File: src/rtl/fp_mul_seq_if.sv
// Operand/result handshake bundle for the sequential floating-point multiplier.
interface fp_mul_seq_if #(
    parameter int EXP_W = 5,
    parameter int MAN_W = 10
);
    localparam int W = 1 + EXP_W + MAN_W;

    logic         in_valid;
    logic         in_ready;
    logic [W-1:0] in_a;
    logic [W-1:0] in_b;
    logic         out_valid;
    logic         out_ready;
    logic [W-1:0] out_result;
    logic [3:0]   out_flags;

    modport master (
        output in_valid, in_a, in_b, out_ready,
        input  in_ready, out_valid, out_result, out_flags
    );

    modport slave (
        input  in_valid, in_a, in_b, out_ready,
        output in_ready, out_valid, out_result, out_flags
    );
endinterface

File: src/rtl/fp_mul_seq.sv
// Sequential IEEE-754-style multiplier: radix-4 Booth significand engine,
// round-to-nearest-even, flush-to-zero, flags {invalid, overflow, underflow, inexact}.
module fp_mul_seq #(
    parameter int EXP_W = 5,
    parameter int MAN_W = 10
) (
    input  logic        clk,
    input  logic        rst_n,
    fp_mul_seq_if.slave bus
);
    localparam int W   = 1 + EXP_W + MAN_W;
    localparam int SW  = MAN_W + 1;          // significand with implicit bit
    localparam int BW  = MAN_W + 3;          // Booth multiplier register
    localparam int N   = (MAN_W + 3) / 2;    // Booth digits
    localparam int AW  = 2 * MAN_W + 4;      // signed accumulator
    localparam int PW  = 2 * MAN_W + 2;      // unsigned product
    localparam int EW  = EXP_W + 2;          // signed working exponent
    localparam int CW  = $clog2(N + 1);
    localparam int LZW = $clog2(PW + 1);

    localparam logic signed [EW-1:0] BIAS  = EW'((1 << (EXP_W - 1)) - 1);
    localparam logic signed [EW-1:0] E_MAX = EW'((1 << EXP_W) - 1);
    localparam logic signed [EW-1:0] E_ONE = EW'(1);
    localparam logic signed [EW-1:0] E_ZRO = '0;

    localparam logic [1:0] S_IDLE = 2'd0;
    localparam logic [1:0] S_MUL  = 2'd1;
    localparam logic [1:0] S_RND  = 2'd2;
    localparam logic [1:0] S_DONE = 2'd3;

    logic [1:0]           state;
    logic                 out_valid_r;
    logic [W-1:0]         res_r;
    logic [3:0]           flags_r;
    logic signed [AW-1:0] acc;
    logic [SW-1:0]        mcand;
    logic [BW-1:0]        mq;
    logic                 qm1;
    logic [CW-1:0]        cnt;
    logic signed [EW-1:0] e_reg;
    logic                 sign_r;

    // operand field split and classification
    logic               sa, sb, sgn;
    logic [EXP_W-1:0]   ea, eb;
    logic [MAN_W-1:0]   fa, fb;
    logic               ezero_a, ezero_b, nan_a, nan_b, inf_a, inf_b, zero_a, zero_b;
    logic [SW-1:0]      sig_a, sig_b;
    logic signed [EW-1:0] eeff_a, eeff_b, e_sum;

    assign {sa, ea, fa} = bus.in_a;
    assign {sb, eb, fb} = bus.in_b;
    assign sgn     = sa ^ sb;
    assign ezero_a = ~|ea;
    assign ezero_b = ~|eb;
    assign nan_a   = (&ea) & (|fa);
    assign nan_b   = (&eb) & (|fb);
    assign inf_a   = (&ea) & ~(|fa);
    assign inf_b   = (&eb) & ~(|fb);
    assign zero_a  = ezero_a & ~(|fa);
    assign zero_b  = ezero_b & ~(|fb);
    assign sig_a   = {~ezero_a, fa};
    assign sig_b   = {~ezero_b, fb};
    assign eeff_a  = ezero_a ? E_ONE : EW'(ea);
    assign eeff_b  = ezero_b ? E_ONE : EW'(eb);
    assign e_sum   = eeff_a + eeff_b - BIAS;

    logic         special;
    logic [W-1:0] spec_res;
    logic [3:0]   spec_flags;

    // special-operand results bypass the multiplier entirely
    always_comb begin
        special    = 1'b1;
        spec_res   = '0;
        spec_flags = 4'b0000;
        if (nan_a | nan_b | (inf_a & zero_b) | (inf_b & zero_a)) begin
            spec_res   = {1'b0, {EXP_W{1'b1}}, 1'b1, {(MAN_W-1){1'b0}}};
            spec_flags = 4'b1000;
        end else if (inf_a | inf_b) begin
            spec_res = {sgn, {EXP_W{1'b1}}, {MAN_W{1'b0}}};
        end else if (zero_a | zero_b) begin
            spec_res = {sgn, {(W-1){1'b0}}};
        end else begin
            special = 1'b0;
        end
    end

    // Booth partial product aligned at the top of the accumulator
    logic signed [AW+1:0] m1, m2, pp, acc_ext, sum;
    assign m1      = (AW+2)'(mcand) << (2 * N);
    assign m2      = m1 <<< 1;
    assign acc_ext = {{2{acc[AW-1]}}, acc};
    assign sum     = acc_ext + pp;

    // select the digit from the current multiplier triplet
    always_comb begin
        pp = '0;
        case ({mq[1:0], qm1})
            3'b001, 3'b010: pp = m1;
            3'b011:         pp = m2;
            3'b100:         pp = -m2;
            3'b101, 3'b110: pp = -m1;
            default:        pp = '0;
        endcase
    end

    logic [PW-1:0]  prod, norm;
    logic [LZW-1:0] lz;
    assign prod = acc[PW-1:0];

    // leading-zero count of the product (highest set bit wins)
    always_comb begin
        lz = '0;
        for (int i = 0; i < PW; i++) begin
            if (prod[i]) lz = LZW'(PW - 1 - i);
        end
    end

    logic                 guard, sticky, rup, carry;
    logic [MAN_W+1:0]     rsig;
    logic [MAN_W-1:0]     frac_r;
    logic signed [EW-1:0] lz_s, e_r;

    // normalise, round to nearest even, renormalise on carry
    always_comb begin
        norm   = prod << lz;
        guard  = norm[PW-2-MAN_W];
        sticky = |norm[PW-3-MAN_W:0];
        rup    = guard & (sticky | norm[PW-1-MAN_W]);
        rsig   = {1'b0, norm[PW-1 -: SW]} + (MAN_W+2)'(rup);
        carry  = rsig[MAN_W+1];
        frac_r = carry ? rsig[MAN_W:1] : rsig[MAN_W-1:0];
        lz_s   = EW'(lz);
        e_r    = e_reg + E_ONE - lz_s + (carry ? E_ONE : E_ZRO);
    end

    // control FSM and datapath registers
    always_ff @(posedge clk or negedge rst_n) begin
        if (!rst_n) begin
            state       <= S_IDLE;
            out_valid_r <= 1'b0;
            res_r       <= '0;
            flags_r     <= 4'b0000;
            acc         <= '0;
            mcand       <= '0;
            mq          <= '0;
            qm1         <= 1'b0;
            cnt         <= '0;
            e_reg       <= '0;
            sign_r      <= 1'b0;
        end else begin
            case (state)
                S_IDLE: begin
                    if (bus.in_valid) begin
                        sign_r <= sgn;
                        if (special) begin
                            res_r   <= spec_res;
                            flags_r <= spec_flags;
                            state   <= S_DONE;
                        end else begin
                            mcand <= sig_a;
                            mq    <= BW'(sig_b);
                            qm1   <= 1'b0;
                            acc   <= '0;
                            cnt   <= CW'(N - 1);
                            e_reg <= e_sum;
                            state <= S_MUL;
                        end
                    end
                end
                S_MUL: begin
                    acc <= AW'(sum >>> 2);
                    mq  <= mq >> 2;
                    qm1 <= mq[1];
                    if (cnt == '0) state <= S_RND;
                    else           cnt   <= cnt - 1'b1;
                end
                S_RND: begin
                    if (e_r >= E_MAX) begin
                        res_r   <= {sign_r, {EXP_W{1'b1}}, {MAN_W{1'b0}}};
                        flags_r <= 4'b0101;
                    end else if (e_r <= E_ZRO) begin
                        res_r   <= {sign_r, {(W-1){1'b0}}};
                        flags_r <= 4'b0011;
                    end else begin
                        res_r   <= {sign_r, e_r[EXP_W-1:0], frac_r};
                        flags_r <= {3'b000, guard | sticky};
                    end
                    state <= S_DONE;
                end
                S_DONE: begin
                    if (!out_valid_r) begin
                        out_valid_r <= 1'b1;
                    end else if (bus.out_ready) begin
                        out_valid_r <= 1'b0;
                        state       <= S_IDLE;
                    end
                end
                default: state <= S_IDLE;
            endcase
        end
    end

    assign bus.in_ready   = (state == S_IDLE);
    assign bus.out_valid  = out_valid_r;
    assign bus.out_result = res_r;
    assign bus.out_flags  = flags_r;
endmodule

File: src/flat_wrapper.sv
// flat-port wrapper written by rule: the top's interface ports become plain ports
module fp_mul_seq_flat 
#(
    parameter int EXP_W = 5,
    parameter int MAN_W = 10
)
  (clk, rst_n, bus_in_valid, bus_in_a, bus_in_b, bus_out_ready, bus_in_ready, bus_out_valid, bus_out_result, bus_out_flags);
  fp_mul_seq_if #(.EXP_W(EXP_W), .MAN_W(MAN_W)) bus_i ();
  input  logic clk;
  input  logic rst_n;
  input wire logic [$bits(bus_i.in_valid)-1:0] bus_in_valid;
  input wire logic [$bits(bus_i.in_a)-1:0] bus_in_a;
  input wire logic [$bits(bus_i.in_b)-1:0] bus_in_b;
  input wire logic [$bits(bus_i.out_ready)-1:0] bus_out_ready;
  output wire logic [$bits(bus_i.in_ready)-1:0] bus_in_ready;
  output wire logic [$bits(bus_i.out_valid)-1:0] bus_out_valid;
  output wire logic [$bits(bus_i.out_result)-1:0] bus_out_result;
  output wire logic [$bits(bus_i.out_flags)-1:0] bus_out_flags;
  assign bus_i.in_valid = bus_in_valid;
  assign bus_i.in_a = bus_in_a;
  assign bus_i.in_b = bus_in_b;
  assign bus_i.out_ready = bus_out_ready;
  assign bus_in_ready = bus_i.in_ready;
  assign bus_out_valid = bus_i.out_valid;
  assign bus_out_result = bus_i.out_result;
  assign bus_out_flags = bus_i.out_flags;
  fp_mul_seq #(.EXP_W(EXP_W), .MAN_W(MAN_W)) u_core (.clk(clk), .rst_n(rst_n), .bus(bus_i));
endmodule
File: config.mk
export PLATFORM = sky130hd
export DESIGN_NAME = fp_mul_seq_flat
export DESIGN_NICKNAME = d
export VERILOG_FILES = /design/src/rtl/fp_mul_seq_if.sv /design/src/rtl/fp_mul_seq.sv /design/src/flat_wrapper.sv
export SDC_FILE = /design/constraint.sdc
export NUM_CORES = 1
export LEC_CHECK = 0
export ABC_AREA = 1
export CAP_MARGIN = 10
export CORE_MARGIN = 2
export CORE_UTILIZATION = 64
export DETAILED_ROUTE_END_ITERATION = 12
export GPL_TIMING_DRIVEN = 1
export PLACE_DENSITY = 0.84
export SYNTH_ARGS = -nofsm -noshare
export SYNTH_HDL_FRONTEND = slang
export SYNTH_SLANG_ARGS = --single-unit
File: constraint.sdc
create_clock -name clk -period 11.8 [get_ports clk]
set_clock_uncertainty 0.2 [all_clocks]
set_input_delay 1.77 -clock clk [delete_from_list [all_inputs] [get_ports clk]]
set_output_delay 1.77 -clock clk [all_outputs]
set_load 0.005 [all_outputs]
==> results.yml <==
outcome:
  status: "complete, no violations"
floorplan:
  fp-row-count: 37
  start_util: 0.652
  die_w_um: 106
  die_area_mm2: 0.0112
  die_height_um: 106
  core-area_mm2: 0.0102
  pin_count: 58
sta:
  fin_setup_tns_ps: 0
  tightest_slew_ps: 749
  layout_worst_path_cycle_share: 0.526
  max-slew-margin-rel: 0.500
  clock.fmax_mhz: 161
  drv_slew: 0
  final-setup-viol-count: 0
  hold_violations: 0
  rsz0062_at_grt: "no"
  fin_crit_ps: 6200
finish:
  drive_above_1_share: 0.0605
  largest-register: "u_core.acc"
  fillers: 848
  antenna_cells: 0
  area_growth_pct: 11.9
  finalNetCount: 1066
  largest_reg_flops: 24
  final_util: 0.730
drt:
  first_iter_violations: 458
  first_pass_iters: 5
  postRouteAntennaNets: 0
  avgViaCountPerCell: 5.70
  vias: 6426
  wire_per_inst_um: 14.1
  drc: 0
  routed_wl_um: 15900
clock_network:
  clock_latency_ps: 370
  cts_resized: 0
  cts.clk_slew.worst_paths_ps: 100
  cts_tree: "done"
  htree_levels: 3
  cts.path.max_buffers: 2
  numCtsBuffers: 9
  hold_buffers: 0
  cts-root-buf: "clkbuf_8"
  post-cts-setup-buffers: 0
  numClockSinks: 81
yosys:
  syn_inst: 948
  synth_cell_types: 54
  synthFlopType: "dfrtp_1"
  syn_nets: 1027
  synth_top_area_frac: 0.305
  synth_seq_area_share: 0.305
  ys_ff_latch: 81
  synth_area_leader_cell: "dfrtp_1"
  synth_area_mm2: 0.00665
  ys_warn_count: 0
  async_flop_share: 1.00
  synthTopCellsByCount: "243 x nand2_1, 112 x nand3_1, 106 x inv_1"
  synthTopCellsByArea: "dfrtp_1 31%, nand2_1 14%, nand3_1 8.4%"
  avgSynthCellArea_um2: 7.01
  synth_edf_count: 0
  synth_most_common_cell: "nand2_1"
grt:
  grt.overflow.total: 0
  grt_max_degree: 55
  grt_pass1_wl_um: 27800
  antenna_found_initial: 0
  grtUsageTotal: 0.301
  grt_pass1_vias: 6242
critical_path:
  timing.rr.end: "u_core.bus.out_result[6]"
  crit_end: "u_core.bus.out_result[6]"
  cp.arrival_ps: 6300
  path_max_fanout: 26
  rr_worst_depth: 49
  r2r_start: "u_core.acc[1]"
  setup.worst_path.start: "u_core.acc[1]"
  slowest_stage: "dfrtp_1"
  crit_top_cell: "nand2_1"
  worstSetupPathType: "register to register"
  cp.required_ps: 11900
  r2r_slack_ps: 5600
  crit_path_start_kind: "register"
  worstSetupEndpointType: "register"
  worst_path_largest_cell_delay_ps: 440
run:
  drv_cap: 0
worst_hold_path:
  hold_path.class: "register to register"
placed_design:
  port-buffer-count: 57
  gp_congestion: 0.923
  hpwl_um: 12100
worst min-delay path by stage:
stage,startpoint,depth (start not counted),end
after CTS,u_core.mq[9],2,u_core.mq[9]
after global placement,u_core.bus.out_result[3],2,u_core.bus.out_result[3]
final,u_core.mq[9],2,u_core.mq[9]
after detailed placement,u_core.mq[9],2,u_core.mq[9]
after floorplan,u_core.mq[9],2,u_core.mq[9]
after global routing,u_core.bus.out_result[3],2,u_core.bus.out_result[3]
layout by cell type, fill, tap and decap left out, types with 23 or more instances in the layout:
master           netlist  final
nand2_1              243    243
nand3_1              112    112
inv_1                106    106
dfrtp_1               81     81
nor2_1                70     70
clkdlybuf4s50_1        0     56
o21ai_0               44     44
ha_1                  39     39
a21oi_1               27     27
xor2_1                25     25
o22ai_1               23     23
kinds of logic after synthesis:
| group | Yosys count | synth area share |
|---|---|---|
| xor+xnor | 30 | 0.0395 |
| flops | 81 | 0.305 |
| buf+inv | 148 | 0.0904 |
| compound gates | 155 | 0.143 |
| simple gates | 491 | 0.337 |
| fa+ha+maj | 43 | 0.0855 |
metal layers:
metal	routed length, um	part of all wire	vias to the layer above	track usage
li1	-	-	3253	-
met1	7160	0.45	2950	0.397
met2	7730	0.48	187	0.513
met3	737	0.046	36	0.0386
met4	324	0.020	0	0.105
met5	0	0	-	0
stage by stage:
stage | setup slack (ps) | instances | area (um^2) | hold slack, ps
3_5_place_dp | 5690 | 1111 | 7240 | 265
3_3_place_gp | 5770 | 1111 | 7240 | 262
6_report | 5600 | 1128 | 7440 | 283
2_1_floorplan | 6860 | 948 | 6650 | 242
5_1_grt | 4750 | 1128 | 7440 | 303
4_1_cts | 5640 | 1127 | 7420 | 287
worst max-delay path: cells and delay by family, from the launching register on:
kind | cells | cell delay (ps)
xor+xnor | 1 | 190
compound gates | 4 | 630
buf+inv | 5 | 420
fa+ha+maj | 2 | 420
flops | 1 | 440
simple gates | 37 | 3810
final cells by class:
cell class                      count  area [um^2]  area share
Multi-Input combinational cell    719         4020       0.540
Sequential cell                    81         2030       0.272
Timing Repair Buffer               62          613      0.0824
Inverter                          114          428      0.0575
Tap cell                          136          170      0.0229
Clock buffer                        9          124      0.0167
Clock inverter                      7         58.8     0.00791
Power is left out: the tool's default activity adds up to more than one toggle a clock period on the data nets, which glitch-free logic cannot reach.
